## src/rtl/hopfield_pkg.sv

```systemverilog
// Shared types and helpers for the Hopfield recall engine.
// Holds the FSM states, the bit-to-sign map and the saturating add.
package hopfield_pkg;

  typedef enum logic [1:0] {
    S_IDLE,
    S_LEARN,
    S_RECALL,
    S_DONE
  } hop_state_t;

  // Accumulator width for N neurons with WW-bit weights.
  function automatic int acc_width(input int n, input int ww);
    return ww + $clog2(n) + 1;
  endfunction

  // Default accumulator width for the default N=8, WW=8 build.
  localparam int ACC_W = 12;

  function automatic int bit_sign(input logic b);
    return b ? 1 : -1;
  endfunction

  // Symmetric clamp: the most negative code is never produced.
  function automatic int sat_add(input int a, input int b, input int ww);
    int lim;
    int s;
    lim = (1 << (ww - 1)) - 1;
    s = a + b;
    if (s > lim) s = lim;
    else if (s < -lim) s = -lim;
    return s;
  endfunction

endpackage

```

## src/rtl/hebbian_row_update.sv

```systemverilog
// One row of saturating Hebbian weight updates.
// Row storage skips the diagonal: entry k maps to column k or k+1.
module hebbian_row_update
  import hopfield_pkg::*;
#(
  parameter int N  = 8,
  parameter int WW = 8,
  localparam int IW = $clog2(N)
) (
  input  logic [N-2:0][WW-1:0] row_in,
  input  logic [N-1:0]         p,
  input  logic [IW-1:0]        r,
  output logic [N-2:0][WW-1:0] row_out
);

  // Add p_r*p_j to every off-diagonal entry of row r.
  always_comb begin
    int jj;
    int d;
    row_out = '0;
    jj = 0;
    d = 0;
    for (int k = 0; k < N - 1; k++) begin
      jj = (k < int'(r)) ? k : k + 1;
      d = bit_sign(p[r]) * bit_sign(p[jj]);
      row_out[k] = WW'(sat_add(int'($signed(row_in[k])), d, WW));
    end
  end

endmodule

```

## src/rtl/hopfield_recall_engine.sv

```systemverilog
// Time-multiplexed Hopfield memory with Hebbian learning.
// One synapse per cycle through a shared add/subtract MAC.
module hopfield_recall_engine
  import hopfield_pkg::*;
#(
  parameter int N          = 8,
  parameter int WW         = 8,
  parameter int MAX_SWEEPS = 16,
  localparam int SW = $clog2(MAX_SWEEPS + 1)
) (
  input  logic          clk,
  input  logic          reset,
  input  logic          start,
  input  logic          mode,
  input  logic          clear,
  input  logic [N-1:0]  pattern_in,
  output logic          busy,
  output logic          done,
  output logic          converged,
  output logic [SW-1:0] sweeps,
  output logic [N-1:0]  state_out
);

  localparam int IW = $clog2(N);
  localparam int AW = acc_width(N, WW);

  hop_state_t st;

  logic [N-2:0][WW-1:0] w [N];
  logic [N-2:0][WW-1:0] row_new;

  logic [N-1:0]          p;
  logic [IW-1:0]         r;
  logic [IW-1:0]         i;
  logic [IW-1:0]         j;
  logic signed [AW-1:0]  acc;
  logic                  chg;

  logic [IW-1:0]         k;
  logic signed [WW-1:0]  wsel;
  logic signed [AW-1:0]  term;
  logic signed [AW-1:0]  sum;
  logic                  new_si;
  logic                  chg_n;
  logic [SW-1:0]         sweeps_n;

  hebbian_row_update #(
    .N  (N),
    .WW (WW)
  ) u_row (
    .row_in  (w[r]),
    .p       (p),
    .r       (r),
    .row_out (row_new)
  );

  // Shared MAC: pick w[i][j], add or subtract by s_j, decide s_i.
  always_comb begin
    k = '0;
    if (j > i) k = j - 1'b1;
    else if (j < i) k = j;
    wsel = $signed(w[i][k]);
    term = '0;
    if (j != i) term = state_out[j] ? AW'(wsel) : -AW'(wsel);
    sum = acc + term;
    new_si = state_out[i];
    if (sum > 0) new_si = 1'b1;
    else if (sum < 0) new_si = 1'b0;
    chg_n = chg | (new_si != state_out[i]);
    sweeps_n = sweeps + 1'b1;
  end

  // Command FSM, weight array and recall datapath.
  always_ff @(posedge clk or posedge reset) begin
    if (reset) begin
      st        <= S_IDLE;
      busy      <= 1'b0;
      done      <= 1'b0;
      converged <= 1'b0;
      sweeps    <= '0;
      state_out <= '0;
      p         <= '0;
      r         <= '0;
      i         <= '0;
      j         <= '0;
      acc       <= '0;
      chg       <= 1'b0;
      for (int a = 0; a < N; a++) w[a] <= '0;
    end else begin
      done <= 1'b0;
      unique case (st)
        S_IDLE: begin
          if (clear) begin
            for (int a = 0; a < N; a++) w[a] <= '0;
          end else if (start) begin
            converged <= 1'b0;
            sweeps    <= '0;
            busy      <= 1'b1;
            if (mode) begin
              p  <= pattern_in;
              r  <= '0;
              st <= S_LEARN;
            end else begin
              state_out <= pattern_in;
              i   <= '0;
              j   <= '0;
              acc <= '0;
              chg <= 1'b0;
              st  <= S_RECALL;
            end
          end
        end
        S_LEARN: begin
          w[r] <= row_new;
          if (r == IW'(N - 1)) begin
            busy <= 1'b0;
            done <= 1'b1;
            st   <= S_DONE;
          end else begin
            r <= r + 1'b1;
          end
        end
        S_RECALL: begin
          if (j == IW'(N - 1)) begin
            state_out[i] <= new_si;
            acc <= '0;
            j   <= '0;
            if (i == IW'(N - 1)) begin
              sweeps <= sweeps_n;
              if (!chg_n) begin
                converged <= 1'b1;
                busy <= 1'b0;
                done <= 1'b1;
                st   <= S_DONE;
              end else if (sweeps_n == SW'(MAX_SWEEPS)) begin
                converged <= 1'b0;
                busy <= 1'b0;
                done <= 1'b1;
                st   <= S_DONE;
              end else begin
                chg <= 1'b0;
                i   <= '0;
              end
            end else begin
              chg <= chg_n;
              i   <= i + 1'b1;
            end
          end else begin
            acc <= sum;
            j   <= j + 1'b1;
          end
        end
        S_DONE: begin
          st <= S_IDLE;
        end
        default: begin
          st <= S_IDLE;
        end
      endcase
    end
  end

endmodule

```

## config.mk

```make
export PLATFORM = sky130hd
export DESIGN_NAME = hopfield_recall_engine
export DESIGN_NICKNAME = d
export VERILOG_FILES = /design/src/rtl/hopfield_pkg.sv /design/src/rtl/hebbian_row_update.sv /design/src/rtl/hopfield_recall_engine.sv
export SDC_FILE = /design/constraint.sdc
export NUM_CORES = 2
export LEC_CHECK = 0
export BUFFER_PORTS_ARGS = -buffer_cell sky130_fd_sc_hd__buf_2
export CORE_MARGIN = 2
export CORE_UTILIZATION = 45
export CTS_CLUSTER_DIAMETER = 100
export CTS_CLUSTER_SIZE = 20
export DETAILED_ROUTE_END_ITERATION = 6
export PLACE_DENSITY = 0.67
export SLEW_MARGIN = 40
export SYNTH_ARGS = -nofsm -noshare
export SYNTH_HDL_FRONTEND = slang
export SYNTH_HIERARCHICAL = 1
export SYNTH_SLANG_ARGS = --single-unit
```

## constraint.sdc

```tcl
create_clock -name clk -period 13.7 [get_ports clk]
set_input_delay 0.685 -clock clk [delete_from_list [all_inputs] [get_ports clk]]
set_output_delay 0.685 -clock clk [all_outputs]
set_load 0.01 [all_outputs]
```

# == Yosys cells after proc, flatten, opt, wreduce, memory -nomap -nowiden ==
# Cells that the tools add are included.
# totals
output_inout_bits,16
reg_bits,496
input_bits,13
elab_cells,315
# op_classes
n_lt_le_gt_ge,40
bitwise,4
n_reduce_logical,16
muxes,145
n_eq_ne,21
add_sub_neg,14
mul,7
# ops
cell,n
448-bit case mux with 2 select lines,1
448-bit bitwise mux,1
448-bit 2-to-1 mux,1
56-bit binary-select mux with 3-bit select,2
56-bit 2-to-1 mux,5
32-bit 2-to-1 mux,8
8-bit by 32-bit adder with 32-bit output,7
32-bit by 8-bit greater-than comparator with 1-bit output (second input constant),7
32-bit by 5-bit < comparator with 1-bit output (second input constant),7
32-bit by 8-bit < comparator with 1-bit output (second input constant),7
32-bit by 32-bit multiplier with 32-bit output,7
56-bit demux with 3-bit select,1
8-bit 2-to-1 mux,19
12-bit 2-to-1 mux,6
1-bit 2-to-1 mux,48
3-bit 2-to-1 mux,15
1-bit binary-select mux with 3-bit select,10
8-bit binary-select mux with 3-bit select,1
12-bit case mux with 2 select lines,1
2-bit 2-to-1 mux,10
5-bit 2-to-1 mux,4
2-bit inequality test (second input constant),9
3-bit case mux with 2 select lines,3
3-bit by 4-bit < comparator with 1-bit output (second input constant),4
41 further kinds,63

# == Longest topological paths before layout ==
# logic_depth
ltp_word,19
depth_mapped,36

# == Cells and area by module ==
# The synthesis kept the hierarchy.
# modules_own_cells
module,cells_per_inst,instances,area_each_um2
hebbian_row_update,3847,1,31091.1
hopfield_recall_engine,2754,1,26053.7

# == Least setup slack after synthesis ==
# No wires, ideal clock.
# synth_timing
path_kind,reg-to-reg
start,register r[0]
end,register w[128] in the netlist's numbering
path_stages_with_launch,30
required_ns,13.570
arrival_time_ns,9.112
setup_slack_ns,4.458
path_buffers,3
synth_period_minus_slack_ns,9.242
cell_sequence,dfrtp_1 mux4_2 mux2i_1 clkbuf_1 ha_1 buf_1 or2_2 ha_1 clkbuf_1 xnor2_1 ha_1 ha_1 fa_1 inv_1 fa_1 inv_1 ha_1 a21oi_1 nor2_1 a2111oi_0 a21oi_1 xnor2_1 or4b_1 nor4_2 nand4_1 or4_1 mux2i_1 nand2_1 nand2_1 o21ai_0
# synth_lines
element,line_no,text
from (decl),hopfield_recall_engine.sv:33,logic [IW-1:0] r;
from (signal assigned),hopfield_recall_engine.sv:120,r <= r + 1'b1;
"to (signal, indexed assignment)",hopfield_recall_engine.sv:114,w[r] <= row_new;
to (decl),hopfield_recall_engine.sv:29,logic [N-2:0][WW-1:0] w [N];

==> impl_metrics.ini <==
[status]
status = completed

[sta]
setup_slack_ps = 3830
rsz0062_at_grt = false
fin_crit_ps = 9870
period_share = 0.721
setup_viol = 0
fin_tns_setup_ps = 0
maxSlewHeadroom = 0.374
hold_ws_ps = 274
max_freq_ghz = 0.101
finClkSkew_ps = 15.0
finalHoldViolCount = 0
tightestPinTransition_ps = 940
final_max_slew_viol_count = 0

[detailed_routing]
viasPerCell = 6.09
wl_met2_um = 78400
drc_errors = 0
top_layer = met4
ant_nets = 0
wl_met1_um = 71800
wl_met3_um = 14600
dr.pass1.iters = 6
wl_per_cell_um = 21.3
drtIter0Drc = 4892
wl_um = 172000
dr_total_vias = 49200

[synthesis]
ys_seq_area_frac = 0.217
yosys_register_bits = 496
synth-edff-count = 0
synth_flop_cell = dfrtp_1
syn_nets = 7684
avgSynthCellArea_um2 = 8.66
yosys_warnings = 6
ys_async_sr_fraction = 1.00
syn_area_um2 = 57100
synth_cell_types = 112
synth_cells = 6601

[finish]
final_layout_size_suffix_gt1_frac = 0.0573
final_cell_mix = inv_1, ha_1, nand2_1
fin_nets = 7507
final-seq-area_um2 = 12400
syn_to_final_growth_pct = 4.26
layout_commonest_cell = inv_1
fillers = 12200
multiInputGateArea_um2 = 40200

[job]
max_cap_violations = 0

[worst_setup_path]
timing.rr.start = r[0]
max_stage_delay_ps = 840
crit_type = reg -> reg
r2r_cells = 30
critical_path.max_fanout = 38
startpoint_type = flop
worstSetupEndpointType = flop
reg2reg_slack_ps = 3830
cp.arrival_ps = 10410
critPathSlowestCell = dfrtp_1
rr_endpoint = w[83]
worstPathRequired_ps = 14230
critPathLaunch = r[0]

[clock_tree]
clk_pin_slew_ps = 90
htree_levels = 1
clock_path_buffers = 3
postCtsSetupRepairBufs = 0
ctsHoldBuffers = 0
cts_resized = 0
cts_tree = done
clock-root-buffer = clkbuf_16
clk_latency_ps = 630
cts_buffers = 28
cts.sinks = 496

[global_routing]
grt_overflow = 0
grt_max_degree = 110
grt_pass1_vias = 48600
grt_pass1_wl_um = 273000
grt_usage = 0.259
antenna_found_initial = 0

[placement]
gp_congestion = 0.950
hpwl_um = 119000
post-place-ws_ps = 3930
port_buffers = 28

[floorplanning]
ioPinCount = 29
die_x_um = 360
core_um2 = 126000
dieArea_um2 = 130000
initial_core_util = 0.454
floorplan.rows = 130
die_h_um = 360

[min_path]
holdCritPathClass = in -> async
==> metrics by stage <==
stage           util  std cells  cell area (µm²)
2_1_floorplan      -       6601            57100
3_3_place_gp   0.466       8039            58700
3_5_place_dp   0.467       8042            58800
4_1_cts        0.473       8075            59500
5_1_grt        0.473       8077            59600
6_report       0.473       8078            59600
==> logic make-up (layout without fill, tap and decap cells) <==
logic type                 count (synthesis)  in the layout  share of synthesized area
adders and majority gates               1070           1070                      0.276
and+or+nand+nor                         1627           1627                      0.136
xor gates and xnor gates                 330            330                     0.0513
muxes                                    177            177                     0.0428
buffers and inverters                   1167            993                     0.0809
AOI/OAI and AO/OA                       1734           1734                      0.197
other                                      0              1                          0
DFF                                      496            496                      0.217
==> layer usage <==
metal | vias to the layer above | global-route usage
li1 | 22600 | -
met1 | 24000 | 0.343
met2 | 2131 | 0.426
met3 | 434 | 0.0422
met4 | 0 | 0.0948
met5 | - | 0
==> cell usage after synthesis (41+ instances only) <==
library cell	count	area share
inv_1	845	0.056
nand2_1	756	0.050
ha_1	755	0.17
o21ai_0	599	0.052
dfrtp_1	496	0.22
fa_1	315	0.11
a21oi_1	260	0.023
a22oi_1	250	0.033
nor2_1	244	0.016
clkbuf_1	240	0.016
xnor2_1	226	0.035
nand4_1	104	0.011
xor2_1	101	0.015
mux2i_1	90	0.016
a21o_1	87	0.011
nand3_1	78	0.0068
nor3_1	75	0.0066
mux4_2	50	0.020
nand2b_1	49	0.0054
o21a_1	49	0.0064
nor2b_1	48	0.0053
or2_2	45	0.0049
o211ai_1	43	0.0056
a211oi_1	41	0.0054
==> critical path: cells and delay by family, from the launching register on <==
family	cells	cell delay, ps
DFF	1	840
muxes	2	760
buffers and inverters	7	1490
AOI/OAI and AO/OA	7	1620
and+or+nand+nor	6	1600
adders and majority gates	7	3270
xor gates and xnor gates	1	150
==> sequential cells by signal, indices dropped and copies added, names as in the netlist, 2 cells and up <==
name	count
w	448
r	3
j	3
i	3
state_out	8
acc	12
st	2
p	8
sweeps	5
==> layout make-up <==
type / count / area share
well taps: 1650 / 0.0347
diodes: 1 / 0.0000420
inverters: 847 / 0.0534
repair buffers: 113 / 0.0154
flip-flops and latches: 496 / 0.209
clock buffers: 33 / 0.0126
multi-input cells: 4938 / 0.675
==> worst max path at each step <==
stage | to | slack, ps | cells after the start
2_1_floorplan | w[128] | 4460 | 29
3_3_place_gp | w[81] | 4050 | 30
5_1_grt | w[417] | 3150 | 30
4_1_cts | w[361] | 3890 | 30
3_5_place_dp | w[249] | 3930 | 30
6_report | w[83] | 3830 | 30
Power is left out: the tool's default activity adds up to more than one toggle a clock period on the data nets, which glitch-free logic cannot reach.
